File: src/rtl/pipe_pkg.sv
// Shared types and constants for the pipeline hazard controller.
package pipe_pkg;

  localparam int unsigned REG_W = 5;
  localparam logic [REG_W-1:0] REG_ZERO = 5'd0;

  typedef enum logic {
    RUN      = 1'b0,
    MEM_WAIT = 1'b1
  } hz_state_e;

  // Load in EX feeding either ID source; $0 is hard-wired and never hazards.
  function automatic logic load_use_hit(
    input logic             ex_load,
    input logic [REG_W-1:0] ex_wr,
    input logic [REG_W-1:0] id_rs,
    input logic [REG_W-1:0] id_rt
  );
    return ex_load && (ex_wr != REG_ZERO) && ((ex_wr == id_rs) || (ex_wr == id_rt));
  endfunction

endpackage

File: src/rtl/hazard_sat_counter.sv
// Saturating up-counter with synchronous clear and count enable.
module hazard_sat_counter #(
  parameter int unsigned W = 16
) (
  input  logic         clk,
  input  logic         rst_n,
  input  logic         clr,
  input  logic         en,
  output logic [W-1:0] count
);

  localparam logic [W-1:0] ONE = W'(1);

  logic [W-1:0] count_q;
  logic [W-1:0] count_d;

  always_comb begin
    count_d = count_q;
    if (clr) begin
      count_d = '0;
    end else if (en && (count_q != '1)) begin
      count_d = count_q + ONE;
    end
  end

  always_ff @(posedge clk or negedge rst_n) begin
    if (!rst_n) begin
      count_q <= '0;
    end else begin
      count_q <= count_d;
    end
  end

  assign count = count_q;

endmodule

File: src/rtl/pipe_hazard_ctrl.sv
// Stall/flush controller for the 5-stage pipeline (load-use, MEM branch, multi-cycle dmem).
// Define HAZARD_PERF_CNT_EN to add the LoadUseCnt/BranchFlushCnt/MemWaitCnt perf counters.
module pipe_hazard_ctrl
  import pipe_pkg::*;
#(
  parameter int unsigned MEM_TIMEOUT = 255,
  parameter int unsigned CNT_W       = 16
) (
  input  logic             CLOCK,
  input  logic             RESET_N,
  input  logic [REG_W-1:0] ID_Rs,
  input  logic [REG_W-1:0] ID_Rt,
  input  logic             EX_Mem2RegSEL,
  input  logic [REG_W-1:0] EX_WriteReg,
  input  logic             MEM_Mem2RegSEL,
  input  logic             MEM_MemWriteEN,
  input  logic             MEM_Branch,
  input  logic             MEM_ZeroFlag,
  input  logic             DMemReady,
  output logic             PC_EN,
  output logic             PCSrcSEL,
  output logic             IF_ID_EN,
  output logic             ID_EX_EN,
  output logic             EX_MEM_EN,
  output logic             MEM_WB_EN,
  output logic             IF_ID_FLUSH,
  output logic             ID_EX_FLUSH,
  output logic             EX_MEM_FLUSH,
  output logic             MEM_WB_FLUSH,
  output logic             DMemReq,
  output logic             MemError
`ifdef HAZARD_PERF_CNT_EN
  ,
  output logic [CNT_W-1:0] LoadUseCnt,
  output logic [CNT_W-1:0] BranchFlushCnt,
  output logic [CNT_W-1:0] MemWaitCnt
`endif
);

  localparam logic [CNT_W-1:0] TIMEOUT_C = CNT_W'(MEM_TIMEOUT);

  hz_state_e        state_q, state_d;
  logic             mem_error_q, mem_error_d;
  logic [CNT_W-1:0] wait_cnt;
  logic             wait_inc, wait_clr;
  logic             mem_op, br_taken, load_use, timeout;
  logic             hold, br_flush, lu_stall;

  hazard_sat_counter #(.W(CNT_W)) u_wait_cnt (
    .clk   (CLOCK),
    .rst_n (RESET_N),
    .clr   (wait_clr),
    .en    (wait_inc),
    .count (wait_cnt)
  );

  always_comb begin
    mem_op   = MEM_Mem2RegSEL | MEM_MemWriteEN;
    br_taken = MEM_Branch & MEM_ZeroFlag;
    load_use = load_use_hit(EX_Mem2RegSEL, EX_WriteReg, ID_Rs, ID_Rt);
    timeout  = (state_q == MEM_WAIT) && !DMemReady && (wait_cnt == TIMEOUT_C);

    state_d     = state_q;
    mem_error_d = mem_error_q;
    wait_inc    = 1'b0;
    wait_clr    = 1'b0;
    hold        = 1'b0;

    case (state_q)
      RUN: begin
        if (mem_op && !DMemReady) begin
          hold     = 1'b1;
          state_d  = MEM_WAIT;
          wait_inc = 1'b1;
        end
      end
      MEM_WAIT: begin
        if (DMemReady || timeout) begin
          state_d  = RUN;
          wait_clr = 1'b1;
          if (!DMemReady) mem_error_d = 1'b1;
        end else begin
          hold     = 1'b1;
          wait_inc = 1'b1;
        end
      end
      default: state_d = RUN;
    endcase

    // A release cycle behaves like RUN, so a branch held behind its mem access resolves here.
    br_flush = ~hold & br_taken;
    lu_stall = ~hold & ~br_taken & load_use;

    PC_EN        = ~hold & ~lu_stall;
    IF_ID_EN     = ~hold & ~lu_stall;
    ID_EX_EN     = ~hold;
    EX_MEM_EN    = ~hold;
    MEM_WB_EN    = ~hold;
    PCSrcSEL     = br_flush;
    IF_ID_FLUSH  = br_flush;
    ID_EX_FLUSH  = br_flush | lu_stall;
    EX_MEM_FLUSH = br_flush;
    MEM_WB_FLUSH = hold;
    DMemReq      = (state_q == MEM_WAIT) | mem_op;

    if (!RESET_N) begin
      PC_EN        = 1'b0;
      IF_ID_EN     = 1'b0;
      ID_EX_EN     = 1'b0;
      EX_MEM_EN    = 1'b0;
      MEM_WB_EN    = 1'b0;
      PCSrcSEL     = 1'b0;
      IF_ID_FLUSH  = 1'b1;
      ID_EX_FLUSH  = 1'b1;
      EX_MEM_FLUSH = 1'b1;
      MEM_WB_FLUSH = 1'b1;
      DMemReq      = 1'b0;
    end
  end

  always_ff @(posedge CLOCK or negedge RESET_N) begin
    if (!RESET_N) begin
      state_q     <= RUN;
      mem_error_q <= 1'b0;
    end else begin
      state_q     <= state_d;
      mem_error_q <= mem_error_d;
    end
  end

  assign MemError = mem_error_q;

`ifdef HAZARD_PERF_CNT_EN
  hazard_sat_counter #(.W(CNT_W)) u_lu_cnt (
    .clk   (CLOCK),
    .rst_n (RESET_N),
    .clr   (1'b0),
    .en    (lu_stall),
    .count (LoadUseCnt)
  );

  hazard_sat_counter #(.W(CNT_W)) u_br_cnt (
    .clk   (CLOCK),
    .rst_n (RESET_N),
    .clr   (1'b0),
    .en    (br_flush),
    .count (BranchFlushCnt)
  );

  hazard_sat_counter #(.W(CNT_W)) u_mw_cnt (
    .clk   (CLOCK),
    .rst_n (RESET_N),
    .clr   (1'b0),
    .en    (hold),
    .count (MemWaitCnt)
  );
`endif

endmodule

File: config.mk
export PLATFORM = sky130hd
export DESIGN_NAME = pipe_hazard_ctrl
export DESIGN_NICKNAME = d
export VERILOG_FILES = /design/src/rtl/pipe_pkg.sv /design/src/rtl/hazard_sat_counter.sv /design/src/rtl/pipe_hazard_ctrl.sv
export SDC_FILE = /design/constraint.sdc
export NUM_CORES = 1
export LEC_CHECK = 0
export ABC_AREA = 1
export CAP_MARGIN = 20
export CELL_PAD_IN_SITES_DETAIL_PLACEMENT = 0
export CELL_PAD_IN_SITES_GLOBAL_PLACEMENT = 1
export CORE_UTILIZATION = 34
export DETAILED_ROUTE_END_ITERATION = 6
export GPL_ROUTABILITY_DRIVEN = 0
export PLACE_DENSITY_LB_ADDON = 0.1
export SLEW_MARGIN = 0
export SYNTH_ARGS = -nofsm -noshare
export SYNTH_HDL_FRONTEND = slang
export SYNTH_HIERARCHICAL = 1
export SYNTH_SLANG_ARGS = --single-unit
File: constraint.sdc
create_clock -name CLOCK -period 2.02 [get_ports CLOCK]
set_input_delay 0.404 -clock CLOCK [delete_from_list [all_inputs] [get_ports CLOCK]]
set_output_delay 0.404 -clock CLOCK [all_outputs]
set_load 0.005 [all_outputs]
# Word level (Yosys, flattened, before mapping)
# Cells that the tools add are included.
# totals
ram_bits	0
regBits	18
memories	0
latchBits	0
mem_bits_ro	0
# op_classes
n_mul	0
eq_ne	4
n_reduce_logical	12
addsub	1
mux	14
bitwise	13
n_shift	0
div	0
magnitude_cmp	0
# op_table
operator	n
16-bit two-way mux	2
16-bit by 1-bit adder with 16-bit output (second input constant)	1
16-bit by 8-bit == test with 1-bit output (second input constant)	1
16-bit inequality test (second input constant)	1
1-bit two-way mux	11
5-bit == test	2
1-bit logical AND	6
1-bit bitwise AND	5
1-bit inverter	5
5-bit nonzero test	1
1-bit OR	3
3-bit AND reduction	1
1-bit logical OR	2
1-bit one-hot mux with 2 select lines	1
2-bit nonzero test	1
1-bit logical NOT	1

# Longest topological paths before layout
# logic_depth
depth_word	12
mapped_depth	13
depth_no_buf	12

# Cells and area by module
# Netlist, hierarchy kept.
# modules_own_cells
mod	instances	cells_per_inst	area_each_um2
hazard_sat_counter	1	144	1037.2
pipe_hazard_ctrl	1	80	434.2

# Least setup slack after synthesis
# No wires, ideal clock.
# synth_path
path_kind	flip-flop to output port
start	reg u_wait_cnt.count_q[7], in the netlist u_wait_cnt/count[7]
end	out PC_EN
path_slack_ns	0.417
n_path_buf	1
t_required_ns	1.616
arrival_time_ns	1.199
stages_incl_launch_ff	10
path_cell_list	dfrtp_1 -> nand2_1 -> nor3_1 -> nand3_2 -> nand2_2 -> nand2_4 -> clkinv_2 -> nand2_1 -> inv_1 -> buf_4
# synth_via
elab_chain_cells	11
# synth_rtl
element	line_no	rtl
from (decl)	hazard_sat_counter.sv:14	logic [W-1:0] count_q;
from (signal assigned)	hazard_sat_counter.sv:30	count_q <= count_d;
16-bit by 8-bit == test with 1-bit output (*)	pipe_hazard_ctrl.sv:61	timeout = (state_q == MEM_WAIT) && !DMemReady && (wait_cnt == TIMEOUT_C);
1-bit logical AND (*)	pipe_hazard_ctrl.sv:61	
1-bit logical OR (*)	pipe_hazard_ctrl.sv:78	if (DMemReady || timeout) begin
1-bit two-way mux (*)	pipe_hazard_ctrl.sv:78	
1-bit one-hot mux with 2 select lines (*)	pipe_hazard_ctrl.sv:69	case (state_q)
1-bit inverter (*)	-	
1-bit bitwise AND (2 in a row)	pipe_hazard_ctrl.sv:92	lu_stall = ~hold & ~br_taken & load_use;
1-bit inverter	-	
1-bit bitwise AND (*)	-	
1-bit two-way mux (*)	-	
to (decl)	pipe_hazard_ctrl.sv:20	output logic PC_EN,
# Mark *: on every way between the ends. The rest lies on a longest branch, timed or not.

# Worst setup path in the final report
# layout_path
start	reg u_wait_cnt.count_q[5], in the netlist u_wait_cnt/count[5]
end	out ID_EX_FLUSH
# layout_via
elab_chain_cells	10
elab_cells_between_ends	11
cone_classes	1 x eq/ne; 3 x mux; 5 x bitwise; 2 x reduce/logical
# layout_rtl
element	line_no	rtl
16-bit by 8-bit == test with 1-bit output (*)	pipe_hazard_ctrl.sv:61	
1-bit logical AND (*)	pipe_hazard_ctrl.sv:61	
1-bit logical OR (*)	pipe_hazard_ctrl.sv:78	
1-bit two-way mux (*)	pipe_hazard_ctrl.sv:78	
1-bit one-hot mux with 2 select lines (*)	pipe_hazard_ctrl.sv:69	
1-bit inverter (*)	pipe_hazard_ctrl.sv:91, pipe_hazard_ctrl.sv:92	
1-bit bitwise AND (2 in a row)	pipe_hazard_ctrl.sv:92	
1-bit OR (*)	pipe_hazard_ctrl.sv:101	ID_EX_FLUSH = br_flush | lu_stall;
1-bit two-way mux (*)	pipe_hazard_ctrl.sv:106	if (!RESET_N) begin
to (decl)	pipe_hazard_ctrl.sv:27	output logic ID_EX_FLUSH,
# Marked as above.

==> results.json <==
{
  "drv_slew": 0,
  "netSwitchingFraction_pct": 27.9,
  "synth-main-ff-cell": "dfrtp_1",
  "crit_chain": "inv_1 -> nor2_1 -> nand2_1 -> nor2_2 -> nand3_2 -> nand2_4 -> a21oi_2 -> buf_4 -> nand2_1 -> buf_2",
  "worst_slew_pin_slew_ns": 0.373,
  "via_per_inst": 4.52,
  "worstPathRequired_ns": 1.62,
  "post-route-min-period_ns": 1.91,
  "power_density_nw_per_um2": 444,
  "via_count": 1542,
  "synth_edf_count": 0,
  "initialDrtViolationCount": 64,
  "cts_buffers": 3,
  "relSlewSlack_pct": 75.0,
  "io_buffer_count": 34,
  "grt_max_degree": 16,
  "cts_sinks": 18,
  "dr.pass1.iters": 4,
  "clock.fmax_mhz": 523,
  "antenna_found_initial": 0,
  "dpl.hpwl_um": 2990,
  "synth_cells": 224,
  "die_h_um": 67.8,
  "layout_commonest_cell": "nand2_1",
  "cts_tree": "done",
  "critPathArrivalTime_ns": 1.51,
  "crit_path_top_delay_cell": "dfrtp_1",
  "p_comb_share_pct": 27.5,
  "rows": 23,
  "grt_pass1_vias": 1431,
  "skew_ns": 0.00419,
  "layout.area.seq_um2": 450,
  "fill_cells": 432,
  "final.setup.tns_ns": 0,
  "crit_path_end_kind": "output port",
  "p_seq_share_pct": 40.9,
  "grt_remaining_overflow": 0,
  "final_cell_mix": "nand2_1 (74), buf_4 (35), inv_1 (26), nor2_1 (24), dfrtp_1 (18)",
  "p_sw_uw": 264,
  "peakVddDrop_uv": 319,
  "clockBufferDepth": 2,
  "period_share_pct": 94.7,
  "cp_num_buf_inv": 3,
  "drt-total-wl_um": 3830,
  "clock_latency_ns": 0.25,
  "synth_nets": 248,
  "grt_pass1_wl_um": 6280,
  "ctsRootBufferMaster": "clkbuf_8",
  "io_pins": 35,
  "grt_setup_unrepaired": "yes",
  "power.share.clock_pct": 31.7,
  "final_nets": 316,
  "path_class": "flip-flop to output port",
  "r2r_setup_slack_ns": 0.17,
  "reg2reg_depth": 16,
  "cts.hold.buffers_added": 0,
  "wl_per_cell_um": 11.2,
  "ctsHtreeMaxLevel": 1,
  "hold_viol_final": 0,
  "dpl_cell_area_um2": 2060,
  "final_cell_area_um2": 2130,
  "syn_area_per_cell_um2": 6.57,
  "maxCapViolCount": 0,
  "async_flop_share_pct": 100,
  "coreArea_um2": 4090,
  "yosys_warnings": 6,
  "setup_viol": 0,
  "hold_class": "primary input to asynchronous set/reset pin",
  "utilization_pct": 52.2,
  "status": "complete, no violations",
  "reg2reg_to": "u_wait_cnt/count[11]",
  "cp-start-kind": "flip-flop",
  "diodes": 0,
  "ys_ff_latch": 18,
  "r2r-start": "u_wait_cnt/count[5]",
  "critPathMaxFanout": 3,
  "drive_gt1_share_pct": 24.7,
  "worst-path-stages": 10,
  "multiInputGateArea_um2": 867,
  "yosysSeqAreaShare_pct": 30.6,
  "crit_path_frequent_cell": "nand2_1",
  "antenna_left": 0,
  "cp_top_family": "simple AND/OR/NAND/NOR gates",
  "die-area_um2": 4590,
  "area_delta_synth_final_pct": 44.9,
  "start_util_pct": 36.0,
  "grt_usage_pct": 18.1,
  "synth.distinct_cells": 28,
  "die-width_um": 67.8,
  "syn_area_um2": 1470,
  "clk_pin_slew_ns": 0.07,
  "internal-power_uw": 683,
  "drc": 0,
  "p_leak_nw": 1.12,
  "critPathMaxStageDelay_ns": 0.35
}
[per-stage QoR]
stage                     std cells  power, mW  hold slack [ns]  worst slack [ns]
final                           341      0.947            0.316             0.107
after CTS                       341      0.963            0.306          -0.00496
after global routing            341       1.01            0.335          -0.00355
after floorplan                 224      0.517            0.108             0.417
after detailed placement        333      0.658            0.466            -0.386
after global placement          333      0.659            0.461            -0.404
[worst register-to-register path, cell delays in order (launching register included)]
cell	delay, ns
dfrtp_1	0.35
inv_1	0.04
nor2_1	0.09
nand2_1	0.10
nor2_2	0.13
nand3_2	0.11
nand2_4	0.10
buf_6	0.10
buf_4	0.09
buf_4	0.09
inv_1	0.05
buf_4	0.13
o21ai_4	0.06
nand2_4	0.09
inv_6	0.12
nand2_1	0.07
nand2_1	0.07
[per-layer routing]
metal  wire length, um  global-route usage, %  part of all wire, %  vias to the layer above
met5                 0                      0                    0                        -
met2              1740                   31.4                   45                       41
met3               275                   2.70                  7.2                        2
li1                  -                      -                    -                      830
met1              1810                   23.9                   47                      669
met4                11                   2.60                 0.29                        0
[sequential cells by signal (all words and copies together) (netlist names)]
signal	flops
u_wait_cnt/count	16
MemError	1
state_q	1
[area by class of cell]
type	count	share of cell area [%]
tap	50	2.93
timing repair buffer	70	26.4
multi-input combinational	166	40.7
inverter	33	6.28
clock buffer	4	2.58
sequential	18	21.1
[kinds of logic (layout without fill, tap and decap cells)]
| group | Yosys count | in the layout | synth area share [%] |
|---|---|---|---|
| AO/OA/AOI/OAI | 13 | 13 | 5.87 |
| XOR/XNOR | 12 | 12 | 7.14 |
| adder cells (fa/ha/maj) | 1 | 1 | 0.850 |
| buffers and inverters | 40 | 107 | 12.7 |
| flip-flops | 18 | 18 | 30.6 |
| AND/OR/NAND/NOR | 140 | 140 | 42.9 |
[synth_stat cells, types with 2 or more instances]
cell | number | area share (%)
a21oi_1 | 3 | 1.0
a31oi_1 | 2 | 0.85
buf_4 | 4 | 2.0
dfrtp_1 | 18 | 31
inv_1 | 30 | 7.7
nand2_1 | 76 | 19
nand2_2 | 3 | 1.3
nand2_4 | 3 | 2.3
nand3_1 | 17 | 5.8
nand4_1 | 9 | 3.8
nor2_1 | 24 | 6.1
nor2_2 | 2 | 0.85
nor2_4 | 2 | 1.5
nor3_1 | 2 | 0.68
o21ai_0 | 4 | 1.4
o21bai_1 | 3 | 1.5
xnor2_1 | 4 | 2.4
xor2_1 | 8 | 4.8
[power groups by stage]
stage	combinational (mW)	clock, mW	sequential (mW)
after global placement	0.265	0	0.395
after detailed placement	0.264	0	0.394
after CTS	0.261	0.315	0.387
final	0.260	0.300	0.387
after global routing	0.292	0.328	0.389
after floorplan	0.115	0	0.401
[worst max-delay path by stage]
| stage | from | end | slack (ns) |
|---|---|---|---|
| final | u_wait_cnt/count[5] | ID_EX_FLUSH | 0.11 |
| after global routing | u_wait_cnt/count[5] | IF_ID_EN | -0.004 |
| after CTS | state_q | ID_EX_FLUSH | -0.005 |
| after detailed placement | EX_WriteReg[2] | ID_EX_FLUSH | -0.39 |
| after global placement | EX_WriteReg[4] | ID_EX_FLUSH | -0.40 |
| after floorplan | u_wait_cnt/count[7] | PC_EN | 0.42 |
[what timing repair did]
action                                  CTS  global route
hold endpoints to repair                  0             0
gates cloned                              0             0
pin swaps                                 8             8
buffers inserted                          4             0
resized for setup                        35            21
endpoints found under the setup margin   11            25
No activity file was read; power rests on OpenSTA's default activity.
